`src/rtl/mux_2to1_interleave.sv`:
```
// Interleaves two valid/ready lanes onto one registered output by alternating the drain lane every cycle.
// A word appears one or two edges after it is accepted. A lane stalls (ready low) only while its one-word holding register is full and the other lane owns the drain slot.
module mux_2to1_interleave #(
   parameter int WIDTH = 8
) (
   input  logic             clk,
   input  logic             reset_L,
   input  logic [WIDTH-1:0] data_in0,
   input  logic             valid_in0,
   output logic             ready_in0,
   input  logic [WIDTH-1:0] data_in1,
   input  logic             valid_in1,
   output logic             ready_in1,
   output logic [WIDTH-1:0] data_out,
   output logic             valid_out,
   output logic             lane_out
);

   logic             sel;
   logic [1:0]       pend;
   logic [WIDTH-1:0] hold0;
   logic [WIDTH-1:0] hold1;
   logic             accept0;
   logic             accept1;
   logic             drain0;
   logic             drain1;

   // A full holding register can still take a word on its own drain edge.
   assign ready_in0 = !pend[0] || !sel;
   assign ready_in1 = !pend[1] || sel;

   assign accept0 = valid_in0 && ready_in0;
   assign accept1 = valid_in1 && ready_in1;
   assign drain0  = pend[0] && !sel;
   assign drain1  = pend[1] && sel;

   always_ff @(posedge clk or negedge reset_L) begin
      if (!reset_L) begin
         sel <= 1'b0;
      end else begin
         sel <= ~sel;
      end
   end

   // Loading a new word wins over clearing, so a same-edge drain and refill keeps pend set.
   always_ff @(posedge clk or negedge reset_L) begin
      if (!reset_L) begin
         pend  <= 2'b00;
         hold0 <= '0;
         hold1 <= '0;
      end else begin
         if (accept0) begin
            hold0   <= data_in0;
            pend[0] <= 1'b1;
         end else if (drain0) begin
            pend[0] <= 1'b0;
         end
         if (accept1) begin
            hold1   <= data_in1;
            pend[1] <= 1'b1;
         end else if (drain1) begin
            pend[1] <= 1'b0;
         end
      end
   end

   always_ff @(posedge clk or negedge reset_L) begin
      if (!reset_L) begin
         data_out  <= '0;
         valid_out <= 1'b0;
         lane_out  <= 1'b0;
      end else if (drain0) begin
         data_out  <= hold0;
         valid_out <= 1'b1;
         lane_out  <= 1'b0;
      end else if (drain1) begin
         data_out  <= hold1;
         valid_out <= 1'b1;
         lane_out  <= 1'b1;
      end else begin
         valid_out <= 1'b0;
      end
   end

endmodule

```
`config.mk`:
```
export PLATFORM = sky130hd
export DESIGN_NAME = mux_2to1_interleave
export DESIGN_NICKNAME = d
export VERILOG_FILES = /design/src/rtl/mux_2to1_interleave.sv
export SDC_FILE = /design/constraint.sdc
export NUM_CORES = 1
export LEC_CHECK = 0
export CORE_UTILIZATION = 50
export CTS_CLUSTER_SIZE = 30
export DETAILED_ROUTE_END_ITERATION = 7
export GPL_ROUTABILITY_DRIVEN = 0
export PLACE_DENSITY = 0.84
export RECOVER_POWER = 100
export SETUP_SLACK_MARGIN = 0.15
export SLEW_MARGIN = 5
export SYNTH_ARGS = -nofsm -noshare
export SYNTH_HDL_FRONTEND = slang
export SYNTH_SLANG_ARGS = --single-unit
```
`constraint.sdc`:
```
create_clock -name clk -period 2.09 [get_ports clk]
set_input_delay 0.5225 -clock clk [delete_from_list [all_inputs] [get_ports clk]]
set_output_delay 0.5225 -clock clk [all_outputs]
set_load 0.01 [all_outputs]
```
==> results of run 1 <==
## Yosys cell counts (2+ instances only)
| cell | instances | area share, % |
|---|---|---|
| sky130_fd_sc_hd__a211oi_1 | 8 | 4.7 |
| sky130_fd_sc_hd__a21oi_1 | 8 | 3.1 |
| sky130_fd_sc_hd__and2b_1 | 4 | 2.3 |
| sky130_fd_sc_hd__buf_2 | 3 | 1.2 |
| sky130_fd_sc_hd__buf_6 | 2 | 1.7 |
| sky130_fd_sc_hd__dfrtp_1 | 29 | 56 |
| sky130_fd_sc_hd__inv_1 | 2 | 0.58 |
| sky130_fd_sc_hd__mux2_2 | 9 | 7.9 |
| sky130_fd_sc_hd__mux2_4 | 8 | 9.3 |
| sky130_fd_sc_hd__mux2i_1 | 8 | 6.2 |
| sky130_fd_sc_hd__nor2b_1 | 4 | 1.9 |
| sky130_fd_sc_hd__o21ai_0 | 2 | 0.78 |
## logic make-up after synthesis
| logic type | count (synthesis) |
|---|---|
| flops | 29 |
| mux | 25 |
| compound gates | 18 |
| simple gates | 14 |
| buf+inv | 8 |
## sequential cells by signal (all words and copies together), names as in the netlist
signal	count
data_out	8
pend	2
hold1	8
sel	1
hold0	8
lane_out	1
valid_out	1
## area by class of cell
| type | instances | area, um2 | share of cell area [%] |
|---|---|---|---|
| repair buffers | 35 | 333 | 20.3 |
| multi-input cells | 57 | 484 | 29.6 |
| well taps | 30 | 37.5 | 2.29 |
| flip-flops and latches | 29 | 726 | 44.3 |
| clock buffers | 8 | 48.8 | 2.98 |
| inverters | 2 | 7.51 | 0.459 |
## worst paths after layout
path                             startpoint     endpoint  slack (ns)  depth (start not counted)
worst max-delay path            data_out[5]  data_out[5]        0.24                          1
worst min-delay path               hold0[5]     hold0[5]        0.51                          1
worst max register to register          sel    valid_out        0.57                          2
worst min register to register     hold0[5]     hold0[5]        0.51                          1
max in group asynchronous           reset_L     hold1[3]        0.87                          2
min in group asynchronous           reset_L     hold1[7]        0.77                          2
## power by group through the flow
stage | clock network [mW] | registers, mW | logic (mW)
2_1_floorplan | 0 | 0.675 | 0.112
3_3_place_gp | 0 | 0.674 | 0.225
3_5_place_dp | 0 | 0.678 | 0.232
4_1_cts | 0.321 | 0.668 | 0.233
5_1_grt | 0.352 | 0.672 | 0.223
6_report | 0.310 | 0.666 | 0.202
## stage by stage
| stage | setup WS (ns) | cell area, um2 | total power [mW] | utilization [%] |
|---|---|---|---|---|
| after global placement | 0.447 | 1630 | 0.899 | 66.3 |
| after global routing | 0.172 | 1640 | 1.25 | 66.7 |
| after floorplan | 0.846 | 1290 | 0.786 | - |
| final | 0.235 | 1640 | 1.18 | 66.7 |
| after detailed placement | 0.434 | 1630 | 0.910 | 66.3 |
| after CTS | 0.186 | 1670 | 1.22 | 68.2 |
## timing repair
action / CTS / global route
hold endpoints to repair: 0 / 0
endpoints found under the setup margin: 1 / 1
gates resized for setup: 1 / 1
## per-layer routing
metal	vias up	global-route usage [%]	share of wire, %
met4	0	7.89	0.97
met2	22	28.3	49
met3	4	9.86	6.1
li1	407	-	-
met5	-	0	0
met1	389	23.7	44
==> metrics.txt, run 1 <==
# TYPE chip_impl_metric gauge
chip_impl_info{name="result_of_the_run",value="finished, final reports clean"} 1
chip_impl_metric{name="fillerInstances",unit=""} 200
chip_impl_metric{name="max_clock_freq",unit="GHz"} 0.539
chip_impl_info{name="mostFrequentLayoutCell",value="sky130_fd_sc_hd__dfrtp_1"} 1
chip_impl_metric{name="layout_worst_path_cycle_share",unit="%"} 88.7
chip_impl_metric{name="placedCellCount",unit=""} 153
chip_impl_info{name="layout.cells.most_common_list",value="sky130_fd_sc_hd__dfrtp_1, sky130_fd_sc_hd__clkdlybuf4s50_1, sky130_fd_sc_hd__dlygate4sd3_1"} 1
chip_impl_metric{name="tritoncts.num_buffers",unit=""} 5
chip_impl_metric{name="grt_start_max_net_pins",unit=""} 30
chip_impl_metric{name="syn-cell-area",unit="mm2"} 0.00129
chip_impl_metric{name="ctsLongestPathBuffers",unit=""} 2
chip_impl_metric{name="dieArea",unit="mm2"} 0.00279
chip_impl_metric{name="pwr_density_cell",unit="mW/mm2"} 719
chip_impl_metric{name="dp.final_hpwl",unit="mm"} 1.65
chip_impl_metric{name="max_stage_delay",unit="ns"} 0.61
chip_impl_metric{name="grt_pass1_vias",unit=""} 793
chip_impl_metric{name="slew-limit-headroom",unit="%"} 53.2
chip_impl_metric{name="synthCells",unit=""} 94
chip_impl_metric{name="firstDrtPassIters",unit=""} 1
chip_impl_metric{name="fin_worst_hold_slack",unit="ns"} 0.508
chip_impl_metric{name="power.switching_fraction",unit="%"} 25.0
chip_impl_info{name="combinational_family_with_the_most_area_after_synthesis",value="multiplexers"} 1
chip_impl_metric{name="post_synth_num_cell_types",unit=""} 19
chip_impl_metric{name="synthAdderAreaFrac",unit="%"} 0
chip_impl_metric{name="drcViolationCount",unit=""} 0
chip_impl_metric{name="detailedRoute.firstIterationViolations",unit=""} 0
chip_impl_metric{name="syn2layout_area_growth",unit="%"} 26.9
chip_impl_metric{name="net-switching-power",unit="uW"} 294
chip_impl_metric{name="num_rows",unit=""} 18
chip_impl_metric{name="synthSimpleGateAreaFrac",unit="%"} 8.05
chip_impl_info{name="grt_setup_unrepaired",value="false"} 1
chip_impl_metric{name="final_net_count",unit=""} 150
chip_impl_metric{name="clk_latency",unit="ns"} 0.32
chip_impl_metric{name="timing.final.max_slew_violations",unit=""} 0
chip_impl_metric{name="cts_htree_levels",unit=""} 2
chip_impl_metric{name="ant_nets",unit=""} 0
chip_impl_info{name="tritoncts",value="built"} 1
chip_impl_metric{name="synth_compound_gate_area_share",unit="%"} 8.54
chip_impl_metric{name="detail_route.vias_per_cell",unit=""} 5.11
chip_impl_metric{name="worst_supply_voltage_drop_on_vdd",unit="V"} 0.000543
chip_impl_metric{name="post_dr_wirelength_cell",unit="um"} 13.5
chip_impl_metric{name="ys_seq_area_share",unit="%"} 56.3
chip_impl_metric{name="post_cts_buffers",unit=""} 0
chip_impl_metric{name="synth_warn",unit=""} 0
chip_impl_metric{name="cap_viol_max_count",unit=""} 0
chip_impl_metric{name="hold_viol_final",unit=""} 0
chip_impl_metric{name="setup_violations",unit=""} 0
chip_impl_metric{name="grt_first_pass_wirelength",unit="mm"} 3.64
chip_impl_metric{name="tightest_slew",unit="ns"} 0.702
chip_impl_metric{name="cts.sinks",unit=""} 29
chip_impl_metric{name="path_buf_inv",unit=""} 1
chip_impl_metric{name="synth_seq_cells",unit=""} 29
chip_impl_metric{name="post_synth_xor_area_fraction",unit="%"} 0
chip_impl_metric{name="clk_transition_reported_paths",unit="ns"} 0.08
chip_impl_metric{name="combinationalPowerShare",unit="%"} 17.1
chip_impl_metric{name="cp.arrival",unit="ns"} 1.33
chip_impl_metric{name="synth-edff-count",unit=""} 0
chip_impl_info{name="category_of_the_worst_setup_path_launch_point",value="register"} 1
chip_impl_metric{name="routed_wirelength",unit="mm"} 2.18
chip_impl_info{name="path_class",value="reg -> out"} 1
chip_impl_metric{name="power.share.sequential",unit="%"} 56.6
chip_impl_metric{name="async_reset_ff_share",unit="%"} 100
chip_impl_metric{name="multiplexer_fraction_of_the_synthesized_cell_area",unit="%"} 23.4
chip_impl_metric{name="grt_antenna_before_repair",unit=""} 0
chip_impl_metric{name="crit_path_max_fanout",unit=""} 3
chip_impl_metric{name="final.setup.tns",unit="ns"} 0
chip_impl_info{name="cts_root_buf",value="sky130_fd_sc_hd__clkbuf_4"} 1
chip_impl_metric{name="antenna_cells",unit=""} 0
chip_impl_metric{name="globalRouteTotalUtil",unit="%"} 19.3
chip_impl_metric{name="floorplan.initialDensity",unit="%"} 52.5
chip_impl_metric{name="fin_worst_skew",unit="ns"} 0.00406
chip_impl_metric{name="post_route_cells_drive_above_1_share",unit="%"} 16.0
chip_impl_metric{name="vias",unit=""} 822
chip_impl_info{name="worst_setup_path_end_kind",value="output port"} 1
chip_impl_info{name="hold_crit_path_type",value="reg -> reg"} 1
chip_impl_info{name="timing.critical_path.slowest_stage_cell",value="sky130_fd_sc_hd__dlygate4sd3_1"} 1
chip_impl_metric{name="hold_buffers",unit=""} 0
chip_impl_metric{name="die_y",unit="um"} 52.8
chip_impl_metric{name="postSynthNetCount",unit=""} 114
chip_impl_metric{name="int_pwr",unit="uW"} 882
chip_impl_metric{name="fin_cells",unit=""} 161
chip_impl_info{name="critical-path-top-delay-family",value="buffers and inverters"} 1
chip_impl_metric{name="floorplan.io_pins",unit=""} 32
chip_impl_metric{name="layout_min_cycle_time",unit="ns"} 1.85
chip_impl_metric{name="leakage_power_summed_over_all_cells",unit="nW"} 0.728
chip_impl_info{name="synth_ff_type",value="sky130_fd_sc_hd__dfrtp_1"} 1
chip_impl_metric{name="io_buffer_count",unit=""} 31
chip_impl_metric{name="share_clk_of_total_power",unit="%"} 26.3
chip_impl_metric{name="die_width",unit="um"} 52.8
chip_impl_metric{name="global_route.overflow_total",unit=""} 0
chip_impl_metric{name="design.core.area",unit="mm2"} 0.00245
chip_impl_info{name="path_cells",value="dlygate4sd3_1"} 1
chip_impl_metric{name="syn_area_per_cell",unit="um2"} 13.7
chip_impl_metric{name="worst_ep_required_time",unit="ns"} 1.57
Power figures use the tool's default switching activity.
==> run 2, diff against run 1 <==
CTS_CLUSTER_SIZE = 14   (was 30)
==> results of run 2 <==
The final DEF is identical to that of run 1; final timing and power are the same.
